===== src/rtl/fir_tdm_pkg.sv =====
// rtl/fir_tdm_pkg.sv - shared types, default coefficient table and width helper for the TDM FIR
package fir_tdm_pkg;

  typedef enum logic [0:0] {
    IDLE = 1'b0,
    MAC  = 1'b1
  } state_t;

  localparam int COEF_DEFAULT_LEN = 16;

  // Symmetric low-pass taps, DC gain 280
  localparam logic signed [7:0] COEF_DEFAULT [COEF_DEFAULT_LEN] = '{
    -8'sd2,  -8'sd3,  -8'sd1,  8'sd5,  8'sd16, 8'sd30, 8'sd43, 8'sd52,
    8'sd52,  8'sd43,  8'sd30,  8'sd16, 8'sd5,  -8'sd1, -8'sd3, -8'sd2
  };

  function automatic int acc_width(input int taps, input int dw, input int cw);
    return dw + cw + $clog2(taps);
  endfunction

  // Tables longer than the default repeat it
  function automatic logic signed [7:0] coef_default(input int k);
    return COEF_DEFAULT[4'(k)];
  endfunction

endpackage


===== src/rtl/fir_tdm_ctrl_if.sv =====
// rtl/fir_tdm_ctrl_if.sv - sample/result/coefficient bus of fir_tdm_ctrl
// Coefficient write signals exist only with FIR_TDM_COEF_WR_EN.
interface fir_tdm_ctrl_if #(
  parameter int TAPS = 16,
  parameter int DW   = 4,
  parameter int CW   = 8,
  parameter int ACCW = fir_tdm_pkg::acc_width(TAPS, DW, CW)
);
  localparam int AW = (TAPS > 1) ? $clog2(TAPS) : 1;

  logic                   in_valid;
  logic                   in_ready;
  logic [DW-1:0]          in_data;
  logic                   out_valid;
  logic signed [ACCW-1:0] out_data;
  logic                   busy;
`ifdef FIR_TDM_COEF_WR_EN
  logic                   coef_we;
  logic [AW-1:0]          coef_addr;
  logic signed [CW-1:0]   coef_wdata;
`endif

`ifdef FIR_TDM_COEF_WR_EN
  modport master (
    output in_valid, in_data, coef_we, coef_addr, coef_wdata,
    input  in_ready, out_valid, out_data, busy
  );
  modport slave (
    input  in_valid, in_data, coef_we, coef_addr, coef_wdata,
    output in_ready, out_valid, out_data, busy
  );
`else
  modport master (
    output in_valid, in_data,
    input  in_ready, out_valid, out_data, busy
  );
  modport slave (
    input  in_valid, in_data,
    output in_ready, out_valid, out_data, busy
  );
`endif

endinterface


===== src/rtl/fir_tdm_mac.sv =====
// rtl/fir_tdm_mac.sv - shared signed multiplier with full-precision accumulator
module fir_tdm_mac #(
  parameter int DW   = 4,
  parameter int CW   = 8,
  parameter int ACCW = 16
) (
  input  logic                   clk,
  input  logic                   rst_n,
  input  logic                   clear,
  input  logic                   en,
  input  logic signed [DW-1:0]   sample,
  input  logic signed [CW-1:0]   coef,
  output logic signed [ACCW-1:0] sum
);

  logic signed [DW+CW-1:0] product;
  logic signed [ACCW-1:0]  acc;

  assign product = (DW+CW)'(sample) * (DW+CW)'(coef);
  assign sum     = acc + ACCW'(product);

  always_ff @(posedge clk) begin
    if (!rst_n || clear) begin
      acc <= '0;
    end else if (en) begin
      acc <= sum;
    end
  end

endmodule


===== src/rtl/fir_tdm_ctrl.sv =====
// rtl/fir_tdm_ctrl.sv - TDM FIR sequencer: ring buffer, tap walk, one MAC per clock
// FIR_TDM_COEF_WR_EN adds writable coefficient registers; otherwise taps are constants.
module fir_tdm_ctrl
  import fir_tdm_pkg::*;
#(
  parameter int TAPS = 16,
  parameter int DW   = 4,
  parameter int CW   = 8,
  parameter int ACCW = acc_width(TAPS, DW, CW)
) (
  input  logic           clk,
  input  logic           rst_n,
  fir_tdm_ctrl_if.slave  bus
);

  localparam int AW = (TAPS > 1) ? $clog2(TAPS) : 1;

  state_t                 state;
  state_t                 state_next;
  logic                   in_ready;
  logic                   busy;
  logic                   accept;
  logic                   last;
  logic [AW-1:0]          head;
  logic [AW-1:0]          head_new;
  logic [AW-1:0]          k;
  logic [AW-1:0]          rd_idx;
  logic signed [DW-1:0]   ring [TAPS];
  logic signed [DW-1:0]   x;
  logic signed [DW-1:0]   sample;
  logic signed [CW-1:0]   coef_rd;
  logic signed [ACCW-1:0] sum;
  logic                   out_valid;
  logic signed [ACCW-1:0] out_data;

  always_ff @(posedge clk) begin
    if (!rst_n) begin
      state <= IDLE;
    end else begin
      state <= state_next;
    end
  end

  always_comb begin
    state_next = state;
    in_ready   = 1'b0;
    busy       = 1'b0;
    case (state)
      IDLE: begin
        in_ready = 1'b1;
        if (bus.in_valid) state_next = MAC;
      end
      MAC: begin
        busy = 1'b1;
        if (k == AW'(TAPS - 1)) state_next = IDLE;
      end
      default: state_next = IDLE;
    endcase
  end

  assign accept   = in_ready && bus.in_valid;
  assign last     = busy && (k == AW'(TAPS - 1));
  assign head_new = (head == AW'(TAPS - 1)) ? '0 : head + AW'(1);

  // Offset-binary to two's complement is an MSB flip
  assign x = {~bus.in_data[DW-1], bus.in_data[DW-2:0]};

  // head+TAPS-k is below TAPS when head<k, so modulo-2^AW arithmetic is exact
  assign rd_idx = (head >= k) ? head - k : head + AW'(TAPS) - k;
  assign sample = ring[rd_idx];

`ifdef FIR_TDM_COEF_WR_EN
  logic signed [CW-1:0] coef [TAPS];

  always_ff @(posedge clk) begin
    if (!rst_n) begin
      for (int i = 0; i < TAPS; i++) coef[i] <= CW'(coef_default(i));
    end else if (bus.coef_we && in_ready && (32'(bus.coef_addr) < TAPS)) begin
      coef[bus.coef_addr] <= bus.coef_wdata;
    end
  end

  assign coef_rd = coef[k];
`else
  assign coef_rd = CW'(coef_default(int'(k)));
`endif

  fir_tdm_mac #(
    .DW   (DW),
    .CW   (CW),
    .ACCW (ACCW)
  ) u_mac (
    .clk    (clk),
    .rst_n  (rst_n),
    .clear  (accept),
    .en     (busy),
    .sample (sample),
    .coef   (coef_rd),
    .sum    (sum)
  );

  always_ff @(posedge clk) begin
    if (!rst_n) begin
      head      <= '0;
      k         <= '0;
      out_valid <= 1'b0;
      out_data  <= '0;
      for (int i = 0; i < TAPS; i++) ring[i] <= '0;
    end else begin
      out_valid <= 1'b0;
      if (accept) begin
        head         <= head_new;
        ring[head_new] <= x;
        k            <= '0;
      end else if (busy) begin
        k <= last ? '0 : k + AW'(1);
      end
      if (last) begin
        out_valid <= 1'b1;
        out_data  <= sum;
      end
    end
  end

  assign bus.in_ready  = in_ready;
  assign bus.busy      = busy;
  assign bus.out_valid = out_valid;
  assign bus.out_data  = out_data;

endmodule


===== src/flat_wrapper.sv =====
// flat-port wrapper written by rule: the top's interface ports become plain ports
module fir_tdm_ctrl_flat import fir_tdm_pkg::*;
#(
  parameter int TAPS = 16,
  parameter int DW   = 4,
  parameter int CW   = 8,
  parameter int ACCW = acc_width(TAPS, DW, CW)
)
  (clk, rst_n, bus_in_valid, bus_in_data, bus_in_ready, bus_out_valid, bus_out_data, bus_busy);
  fir_tdm_ctrl_if #(.TAPS(TAPS), .DW(DW), .CW(CW), .ACCW(ACCW)) bus_i ();
  input  logic clk;
  input  logic rst_n;
  input wire logic [$bits(bus_i.in_valid)-1:0] bus_in_valid;
  input wire logic [$bits(bus_i.in_data)-1:0] bus_in_data;
  output wire logic [$bits(bus_i.in_ready)-1:0] bus_in_ready;
  output wire logic [$bits(bus_i.out_valid)-1:0] bus_out_valid;
  output wire logic [$bits(bus_i.out_data)-1:0] bus_out_data;
  output wire logic [$bits(bus_i.busy)-1:0] bus_busy;
  assign bus_i.in_valid = bus_in_valid;
  assign bus_i.in_data = bus_in_data;
  assign bus_in_ready = bus_i.in_ready;
  assign bus_out_valid = bus_i.out_valid;
  assign bus_out_data = bus_i.out_data;
  assign bus_busy = bus_i.busy;
  fir_tdm_ctrl #(.TAPS(TAPS), .DW(DW), .CW(CW), .ACCW(ACCW)) u_core (.clk(clk), .rst_n(rst_n), .bus(bus_i));
endmodule

===== config.mk =====
export PLATFORM = sky130hd
export DESIGN_NAME = fir_tdm_ctrl_flat
export DESIGN_NICKNAME = d
export VERILOG_FILES = /design/src/rtl/fir_tdm_pkg.sv /design/src/rtl/fir_tdm_ctrl_if.sv /design/src/rtl/fir_tdm_mac.sv /design/src/rtl/fir_tdm_ctrl.sv /design/src/flat_wrapper.sv
export SDC_FILE = /design/constraint.sdc
export NUM_CORES = 1
export LEC_CHECK = 0
export BUFFER_PORTS_ARGS = -buffer_cell sky130_fd_sc_hd__buf_2
export CAP_MARGIN = 15
export CORE_MARGIN = 5
export CORE_UTILIZATION = 35
export CTS_CLUSTER_DIAMETER = 120
export CTS_CLUSTER_SIZE = 12
export DETAILED_ROUTE_END_ITERATION = 8
export REMOVE_ABC_BUFFERS = 1
export SYNTH_ARGS = -nofsm -noshare
export SYNTH_HDL_FRONTEND = slang
export SYNTH_SLANG_ARGS = --single-unit
export TNS_END_PERCENT = 10

===== constraint.sdc =====
create_clock -name clk -period 8.35 [get_ports clk]
set_input_delay 0.4175 -clock clk [delete_from_list [all_inputs] [get_ports clk]]
set_output_delay 0.4175 -clock clk [all_outputs]
set_load 0.05 [all_outputs]

==> summary.txt, run 1 <==
Run status
  • Status: finished clean

Timing
  • Worst-margin pin slew: 1.10 ns
  • Setup Skew: 0.00901 ns
  • Slew Limit Fails: 0
  • Final WS setup: 1.42 ns
  • Final period demand of the worst path: 6.93 ns
  • Setup TNS: 0 ns
  • RSZ-0062 raised after global routing: false
  • Rel. slew slack: 0.267
  • Final hold vios: 0
  • Final setup violation count: 0
  • Crit share post-route: 0.830
  • WHS: 0.462 ns
  • Fmax achieved: 144 MHz

CTS
  • Clock Tree Buf Depth: 2
  • Clock sink total: 106
  • H-tree Lvls: 3
  • Clk root buf: clkbuf_16
  • CTS tree: built
  • Worst-path clk slew: 0.07 ns
  • Clock latency on the worst-skew pair: 0.36 ns
  • Setup bufs post-CTS: 0
  • Hold_buf cts: 0
  • Post-CTS resize count: 0
  • CTS buffer count: 9

Drt
  • DR pass1 iterations: 4
  • DR vias/cell: 4.86
  • Post-Route WL: 14.3 mm
  • Wire length per cell: 14.9 um
  • Initial DRC count: 248
  • Antenna Violating Nets Remaining: 0
  • Residual DRC: 0
  • Vias: 4665

Pwr
  • Combinational share of power: 0.570
  • Pwr/cell area: 322 nW/um2
  • Internal power: 1.41 mW
  • Worst VDD drop: 0.000133 V
  • Net switching power: 1.05 mW
  • P_leak: 3.32 nW
  • Net Sw Frac: 0.426
  • Flop pwr share: 0.249
  • Clk pwr share: 0.182

Global route
  • GR Util All Layers: 0.136
  • Vias in the first global route: 4623
  • Grt total ovfl: 0
  • Largest net degree at the start of global routing: 49
  • Number of antenna violations at the first check in global routing: 0
  • First-pass GRT wire length: 24.2 mm

Worst hold path
  • Hold path start: u_core.bus.out_data[6]
  • Hold Path Depth: 2
  • Type of the worst min-delay path: reg -> reg
  • Endpoint, Worst Hold: u_core.bus.out_data[6]

Setup path
  • R2r startpoint: u_core.k[0]
  • Endpoint class of the critical path: flip-flop
  • Worst path cell trace: ha_1 -> inv_1 -> fa_1 -> mux4_2 -> mux2_2 -> a21oi_1 -> nand2b_1 -> fa_1 -> fa_1 -> fa_1 -> inv_1 -> ha_1 -> a211oi_1 -> o21ai_1 -> a2111oi_2 -> o31ai_2 -> nand2b_1 -> mux2_2 -> nand4_1
  • R2R setup slack: 1.42 ns
  • Sum of buffers and inverters on the critical path: 2
  • Slowest-stage cell, CP: fa_1
  • Crit path required time: 8.65 ns
  • Cell mode on critical path: fa_1
  • Reg2Reg Depth: 19
  • Crit-path max FO: 16
  • R2r endpoint: u_core.bus.out_data[15]
  • CP top delay family: adder cells
  • Kind of critical path: reg -> reg
  • Critical Path Source Type: flip-flop
  • Critical path arrival: 7.23 ns
  • Largest stage delay, worst path: 0.97 ns

Cells and area
  • Area delta synth->final: 9.70%
  • Nets: 777
  • Design area: 7640 um2
  • Commonest non-fill, non-tap cell in the layout: nand2_1
  • Core Util, Final: 0.391
  • Ant. Diodes: 0
  • Storage cell area: 2760 um2
  • Area taken by multi-input logic gates: 3780 um2
  • Layout fillers: 1927
  • Layout cells sized above 1: 0.115
  • Highest-count cells in the layout ignoring fill and taps: nand2_1 (76), inv_1 (75), nor2_1 (71)

Floorplan
  • I/O pins: 26
  • Cell Rows: 51
  • Die height: 151 um
  • Die ar.: 22800 um2
  • Initial core utilization: 0.357
  • Die width: 151 um
  • Core Area: 19500 um2

Placement
  • Dpl cell area: 7330 um2
  • GP Congestion: 0.774
  • Setup Slack @ Placement: 1.42 ns
  • Port bufs: 25
  • Post-detail-place hpwl: 10.4 mm

Synthesis
  • Post-synthesis cell count: 684
  • Number of synthesized flops with an enable pin: 64
  • Post-synthesis sequential element count: 106
  • Ys async rst share: 0
  • Synth Warn #: 0
  • Mapped Area: 6970 um2
  • Synth cell types: 54
  • Ys flop type: edfxtp_1
  • Seq/Total Area, Yosys: 0.397
  • Synthesized area per cell: 10.2 um2

Flow run
  • Max-cap violations: 0
flip-flops by register name, indices dropped and copies added (netlist names):
| name | count |
|---|---|
| u_core.ring | 64 |
| u_core.bus.out_data | 16 |
| u_core.u_mac.acc | 16 |
| u_core.bus.out_valid | 1 |
| u_core.k | 4 |
| u_core.head | 4 |
| u_core.state | 1 |
worst reg2reg max path, delay by kind of cell, from the launching register on:
kind / cells / cell delay, ns
AO/OA/AOI/OAI: 5 / 1.71
adder cells (fa/ha/maj): 6 / 3.07
buffers and inverters: 2 / 0.10
flip-flops: 1 / 0.60
multiplexers: 3 / 0.95
AND/OR/NAND/NOR: 3 / 0.45
synthesized netlist by cell type (6+ instances only):
library cell	n	area [um2]
mux2i_1	14	140
mux2_2	6	67.6
a21boi_0	10	75.1
edfxtp_1	64	1920
nand2_1	76	285
nand3_1	13	65.1
mux4_2	16	360
inv_1	75	282
ha_1	45	563
fa_1	35	701
xnor2_1	11	96.3
nor2_1	71	267
nor2b_1	7	43.8
o21a_1	6	45.0
o21ai_0	10	50.1
dfxtp_1	42	841
nand2b_1	8	50.1
xor2_1	6	52.6
and3_1	53	332
clkbuf_1	29	109
a21oi_1	17	85.1
a211oi_1	7	52.6
cells by family (layout without fill, tap and decap cells):
family,after synthesis,in the layout,share of synthesized area
simple gates,246,246,0.166
buf+inv,112,123,0.0609
flops,106,106,0.397
compound gates,85,85,0.0857
fa+ha+maj,80,80,0.181
mux,36,36,0.0815
xor+xnor,19,19,0.0277
per-stage QoR:
stage	power, mW	instances
after global placement	2.01	944
after CTS	2.49	960
final	2.46	960
after detailed placement	2.03	944
after global routing	2.74	960
after floorplan	1.76	647
final cells by class:
type / count / area share
Tap cell: 265 / 0.0434
Clock buffer: 9 / 0.0295
Inverter: 75 / 0.0368
Sequential cell: 106 / 0.361
Clock inverter: 7 / 0.0110
Timing Repair Buffer: 32 / 0.0232
Multi-Input combinational cell: 466 / 0.495
worst max-delay path by stage:
stage | from | cells past startpoint | slack, ns | to
after CTS | u_core.k[0] | 19 | 1.38 | u_core.bus.out_data[15]
after global placement | u_core.k[0] | 19 | 1.48 | u_core.bus.out_data[15]
after floorplan | u_core.k[0] | 19 | 2.21 | u_core.bus.out_data[15]
after global routing | u_core.k[0] | 18 | 0.91 | u_core.u_mac.acc[14]
final | u_core.k[0] | 19 | 1.42 | u_core.bus.out_data[15]
after detailed placement | u_core.k[0] | 19 | 1.42 | u_core.bus.out_data[15]
metal layers:
| metal | wire length (um) | vias to the layer above | GRT usage |
|---|---|---|---|
| met2 | 6800 | 80 | 0.217 |
| met5 | 0 | - | 0 |
| met1 | 6790 | 2216 | 0.186 |
| met3 | 597 | 7 | 0.0287 |
| li1 | - | 2362 | - |
| met4 | 153 | 0 | 0.0417 |
power groups by stage:
stage          Clock, mW  Combinational [mW]  Sequential (mW)
2_1_floorplan          0                1.14            0.616
4_1_cts            0.462                1.42            0.613
6_report           0.447                1.40            0.613
5_1_grt            0.484                1.64            0.617
3_3_place_gp           0                1.39            0.625
3_5_place_dp           0                1.41            0.625
No activity file was read; power rests on OpenSTA's default activity.
==> run 2, diff against run 1 <==
==> constraint.sdc (replaced) <==
create_clock -name clk -period 6 [get_ports clk]
set_input_delay 0.3 -clock clk [delete_from_list [all_inputs] [get_ports clk]]
set_output_delay 0.3 -clock clk [all_outputs]
set_load 0.05 [all_outputs]
==> summary.txt, run 2 (synthesized netlist as in run 1, its figures left out) <==
Run status
  • Status: finished clean

Cells and area
  • Area delta synth->final: 17.7%
  • Max reg flops: 64 (unchanged)
  • Core Util, Final: 0.420 (+0.0284)
  • Layout cells sized above 1: 0.195 (+0.0799)
  • Layout fillers: 1899 (-1.5%)
  • Ant. Diodes: 0 (unchanged)
  • Top Registers: u_core.ring: 64 flops, u_core.bus.out_data: 16 flops, u_core.u_mac.acc: 16 flops
  • Biggest register: u_core.ring
  • Highest-count cells in the layout ignoring fill and taps: nand2_1 (76), inv_1 (74), nor2_1 (69)
  • Nets: 810 (+4.2%)
  • Commonest non-fill, non-tap cell in the layout: nand2_1

Drt
  • Residual DRC: 0 (unchanged)
  • Initial DRC count: 393 (+58%)
  • Antenna Violating Nets Remaining: 0 (unchanged)
  • DR vias/cell: 4.94 (+1.7%)
  • Wire length per cell: 15.8 um (+5.7%)
  • Post-Route WL: 15.7 mm (+9.4%)
  • DR pass1 iterations: 4 (unchanged)
  • Vias: 4907 (+5.2%)

Placement
  • GP Congestion: 0.795 (+2.8%)
  • Port bufs: 25 (unchanged)
  • Post-detail-place hpwl: 11.0 mm (+5.5%)

Timing
  • Fmax achieved: 171 MHz (+19%)
  • Slew Limit Fails: 0 (unchanged)
  • RSZ-0062 raised after global routing: true
  • Final hold vios: 0 (unchanged)
  • Final setup violation count: 0 (unchanged)
  • Setup TNS: 0 ns (unchanged)
  • Final period demand of the worst path: 5.84 ns (-1.09 ns)
  • Setup Skew: 0.0123 ns (+0.00326 ns)
  • Crit share post-route: 0.973 (+0.144)
  • Worst-margin pin slew: 1.05 ns (-0.0527 ns)
  • Rel. slew slack: 0.302 (+0.0351)

Worst hold path
  • Endpoint, Worst Hold: u_core.u_mac.acc[15]
  • Hold path start: bus_in_valid
  • Type of the worst min-delay path: in -> reg
  • Hold Path Depth: 4 (+2)

Setup path
  • R2r startpoint: u_core.head[0]
  • Reg2Reg Depth: 24 (+5)
  • Kind of critical path: reg -> reg
  • Crit-path max FO: 8 (-8)
  • Critical path arrival: 6.14 ns (-1.09 ns)
  • Crit path required time: 6.30 ns (-2.35 ns)
  • R2R setup slack: 0.16 ns (-1.26 ns)
  • Endpoint class of the critical path: flip-flop
  • R2r endpoint: u_core.bus.out_data[14]
  • Critical Path Source Type: flip-flop

Flow run
  • Max-cap violations: 0 (unchanged)

Pwr
  • Worst VDD drop: 0.000250 V (+87%)
  • P_leak: 3.52 nW (+6.3%)
  • Pwr/cell area: 498 nW/um2 (+54%)

CTS
  • CTS tree: built
  • Clk root buf: clkbuf_16
  • CTS buffer count: 9 (unchanged)
  • Clock Tree Buf Depth: 2 (unchanged)
  • Clock latency on the worst-skew pair: 0.36 ns (about the same)
  • Worst-path clk slew: 0.07 ns (about the same)
  • Clock sink total: 106 (unchanged)
  • H-tree Lvls: 3 (unchanged)

Floorplan
  • Initial core utilization: 0.357 (unchanged)
  • Die width: 151 um (unchanged)
  • Die height: 151 um (unchanged)
  • I/O pins: 26 (unchanged)
  • Core Area: 19500 um2 (unchanged)
  • Cell Rows: 51 (unchanged)
  • Die ar.: 22800 um2 (unchanged)

Global route
  • Largest net degree at the start of global routing: 29 (-41%)
  • Vias in the first global route: 4958 (+7.2%)
  • Grt total ovfl: 0 (unchanged)
  • First-pass GRT wire length: 25.3 mm (+4.4%)
  • Number of antenna violations at the first check in global routing: 0 (unchanged)
  • GR Util All Layers: 0.141 (+0.00464)
## run 2: changes by cell type in the layout (fill, tap and decap cells not counted), moves of 3 or more
cell,before,now
buf_4,7,33
ha_1,45,34
fa_2,0,3
o21ai_2,0,3
a21oi_1,17,14
buf_6,0,3
buf_12,0,3
ha_4,0,10
fa_1,35,32
## run 2: critical path: stages, from the launching register on
cell and delay (ns):
dfxtp_1 0.32, inv_2 0.06, ha_2 0.17, inv_1 0.06, fa_2 0.61, buf_12 0.15
mux4_2 0.30, mux2_2 0.29, a21oi_2 0.15, buf_6 0.13, nor2_1 0.06, fa_1 0.50
fa_1 0.55, inv_1 0.05, fa_1 0.52, inv_1 0.07, ha_4 0.30, nor2b_4 0.14
o21a_1 0.17, o21ai_2 0.09, a211oi_2 0.26, o41ai_2 0.11, buf_4 0.16, or4b_1 0.49
nand3_1 0.09
## run 2: layout make-up
class | instances | area [um2] | area share
clock buffers | 10 | 229 | 0.0279
clock inverters | 6 | 71.3 | 0.00870
inverters | 75 | 282 | 0.0343
multi-input cells | 466 | 4030 | 0.491
flip-flops and latches | 106 | 2760 | 0.337
well taps | 265 | 332 | 0.0405
repair buffers | 65 | 492 | 0.0600
## run 2: report_power, final
part           switching [mW]  internal [mW]
clock                   0.285          0.330
sequential             0.0293          0.820
combinational            1.40           1.21
## run 2: stage by stage
stage / hold slack (ns) / setup WS, ns / total power, mW / cell area [um2] / instances
after floorplan: 0.418 / -0.144 / 2.44 / 6820 / 647
after global placement: 0.450 / -0.0150 / 2.87 / 7490 / 961
after detailed placement: 0.455 / -0.118 / 2.87 / 7490 / 961
after CTS: 0.311 / 0.0105 / 3.53 / 7810 / 977
after global routing: 0.314 / -0.0811 / 4.43 / 8200 / 993
final: 0.324 / 0.160 / 4.08 / 8200 / 993
## run 2: worst max-delay path by stage
stage,start,endpoint,slack (ns),cells after the start
6_report,u_core.head[0],u_core.bus.out_data[14],0.16,24
5_1_grt,u_core.head[0],u_core.bus.out_data[14],-0.08,24
4_1_cts,u_core.head[0],u_core.u_mac.acc[14],0.01,23
3_5_place_dp,u_core.head[0],u_core.bus.out_data[15],-0.12,21
3_3_place_gp,u_core.head[0],u_core.bus.out_data[15],-0.01,21
2_1_floorplan,u_core.k[0],u_core.bus.out_data[15],-0.14,19
## run 2: repair_timing
action	CTS	global route
buffers inserted	0	15
endpoints found under the setup margin	4	9
gates resized for setup	4	39
hold buffers	0	0
pin swaps	1	27
gates cloned	0	1
## run 2: metal layers
metal	vias to the layer above	GRT usage	wire, um
met5	-	0	0
met2	73	0.237	7670
met3	16	0.0311	630
met4	0	0.0290	227
met1	2406	0.187	7150
li1	2412	-	-
==> run 3, diff against run 2 <==
==> constraint.sdc (replaced) <==
create_clock -name clk -period 6.1 [get_ports clk]
set_input_delay 0.305 -clock clk [delete_from_list [all_inputs] [get_ports clk]]
set_output_delay 0.305 -clock clk [all_outputs]
set_load 0.05 [all_outputs]
==> summary.txt, run 3 (synthesized netlist as in run 1, its figures left out) <==
Timing
  • Final setup violation count: 0 (unchanged)
  • Fmax achieved: 171 MHz (about the same)
  • Crit share post-route: 0.957 (-0.0165)
  • Slew Limit Fails: 0 (unchanged)
  • Final WS setup: 0.264 ns (+0.103 ns)
  • Worst-margin pin slew: 1.13 ns (+0.0846 ns)
  • Setup Skew: 0.0126 ns (+0.000328 ns)
  • Final hold vios: 0 (unchanged)
  • Rel. slew slack: 0.246 (-0.0564)
  • Final period demand of the worst path: 5.84 ns (-0.00341 ns)
  • Setup TNS: 0 ns (unchanged)

Setup path
  • Crit-path max FO: 8 (unchanged)
  • Endpoint class of the critical path: flip-flop
  • Kind of critical path: reg -> reg
  • Crit path required time: 6.39 ns (+0.09 ns)
  • Critical Path Source Type: flip-flop
  • R2R setup slack: 0.26 ns (+0.10 ns)
  • Critical path arrival: 6.13 ns (about the same)

Cells and area
  • Nets: 802 (-0.99%)
  • Core Util, Final: 0.410 (-0.00980)
  • Max reg flops: 64 (unchanged)
  • Ant. Diodes: 0 (unchanged)
  • Commonest non-fill, non-tap cell in the layout: nand2_1
  • Layout fillers: 1966 (+3.5%)
  • Layout cells sized above 1: 0.167 (-0.0282)
  • Highest-count cells in the layout ignoring fill and taps: nand2_1 (75), inv_1 (74), nor2_1 (70)
  • Top Registers: u_core.ring: 64 flops, u_core.bus.out_data: 16 flops, u_core.u_mac.acc: 16 flops
  • Area delta synth->final: 14.9%
  • Biggest register: u_core.ring

Placement
  • GP Congestion: 0.806 (+1.3%)
  • Setup Slack @ Placement: -0.0674 ns (+0.0502 ns)
  • Post-detail-place hpwl: 10.9 mm (-0.48%)
  • Port bufs: 25 (unchanged)

CTS
  • Clock Tree Buf Depth: 2 (unchanged)
  • CTS buffer count: 9 (unchanged)
  • Clock sink total: 106 (unchanged)
  • H-tree Lvls: 3 (unchanged)
  • Clock latency on the worst-skew pair: 0.35 ns (about the same)
  • CTS tree: built
  • Worst-path clk slew: 0.07 ns (about the same)
  • Clk root buf: clkbuf_16

Global route
  • Grt met3 use: 0.0239 (-0.00718)
  • Vias in the first global route: 4777 (-3.7%)
  • M2 GR Usage: 0.238 (+0.000447)
  • Largest net degree at the start of global routing: 49 (+69%)
  • First-pass GRT wire length: 25.0 mm (-1.1%)
  • GR Util All Layers: 0.140 (-0.000549)
  • Grt total ovfl: 0 (unchanged)
  • Met1 Use GR: 0.188 (+0.00175)
  • Busiest layer in global routing: met2
  • Number of antenna violations at the first check in global routing: 0 (unchanged)

Floorplan
  • Core Area: 19500 um2 (unchanged)
  • Initial core utilization: 0.357 (unchanged)
  • Die ar.: 22800 um2 (unchanged)
  • Cell Rows: 51 (unchanged)
  • Die height: 151 um (unchanged)
  • I/O pins: 26 (unchanged)
  • Die width: 151 um (unchanged)

Drt
  • Residual DRC: 0 (unchanged)
  • Antenna Violating Nets Remaining: 0 (unchanged)
  • Vias: 4818 (-1.8%)
  • DR vias/cell: 4.90 (-0.92%)
  • DR pass1 iterations: 5 (+1)
  • Wire length per cell: 15.5 um (-1.6%)
  • Initial DRC count: 357 (-9.2%)
  • Post-Route WL: 15.3 mm (-2.5%)

Pwr
  • Worst VDD drop: 0.000204 V (-19%)
  • Pwr/cell area: 455 nW/um2 (-8.6%)
  • P_leak: 3.48 nW (-1.1%)

Flow run
  • Max-cap violations: 0 (unchanged)

Run status
  • Status: finished clean

Worst hold path
  • Type of the worst min-delay path: in -> reg
-- run 3: cell count changes in the layout (fill, tap and decap cells not counted), sizes merged --
cell	change
clkbuf	-1
buf	-8
clkinv	+1
inv	-1
-- run 3: report_power, final --
| group | internal [mW] | total [mW] | switching [mW] |
|---|---|---|---|
| Combinational | 0.965 | 2.20 | 1.24 |
| Sequential | 0.806 | 0.835 | 0.0283 |
| Clock | 0.323 | 0.601 | 0.278 |
-- run 3: repair_timing --
action                                  4_1_cts  5_1_grt
cloned                                        0        1
pin swaps                                     0       17
setup buffers                                 0        8
endpoints found under the setup margin        3        8
hold buffers                                  0        0
resized for setup                             2       23
-- run 3: worst max-delay path, stage by stage (launching register included) --
cell and delay (ns):
dfxtp_1 0.32, inv_2 0.08, ha_1 0.15, inv_1 0.06
fa_2 0.61, clkbuf_16 0.18, mux4_2 0.30, mux2_4 0.29
a21oi_4 0.13, buf_4 0.14, nor2_1 0.08, fa_2 0.54
buf_12 0.17, fa_1 0.54, inv_1 0.06, fa_1 0.53
inv_1 0.04, ha_1 0.37, nand2_1 0.09, a211oi_2 0.28
o41ai_2 0.10, buf_4 0.15, or4b_1 0.49, nand3_1 0.09
-- run 3: path summary, 6_finish.rpt --
kind	start	to	depth (start not counted)
setup / recovery	u_core.head[0]	u_core.bus.out_data[14]	23
hold / removal	bus_in_valid	u_core.u_mac.acc[15]	4
setup reg to reg	u_core.head[0]	u_core.bus.out_data[14]	23
hold reg to reg	u_core.bus.out_data[6]	u_core.bus.out_data[6]	2
-- run 3: per-layer routing --
layer	vias up	wire [um]
met5	-	0
met4	0	113
met3	8	596
met2	76	7530
met1	2329	7050
li1	2405	-
-- run 3: cell type report --
cell class                      count  area (um2)  share of cell area
Clock buffer                        9         225              0.0281
Clock inverter                      6        75.1             0.00938
Inverter                           75         282              0.0352
Multi-Input combinational cell    466        3900               0.487
Sequential cell                   106        2760               0.345
Tap cell                          265         332              0.0414
Timing Repair Buffer               57         428              0.0535
-- run 3: stage by stage --
step | instance area [um2] | total power [mW] | instances | hold slack, ns
final | 8010 | 3.64 | 984 | 0.313
after global routing | 8010 | 4.02 | 984 | 0.330
after CTS | 7790 | 3.48 | 975 | 0.320
after detailed placement | 7480 | 2.83 | 960 | 0.454
after global placement | 7480 | 2.82 | 960 | 0.450
after floorplan | 6820 | 2.40 | 647 | 0.423
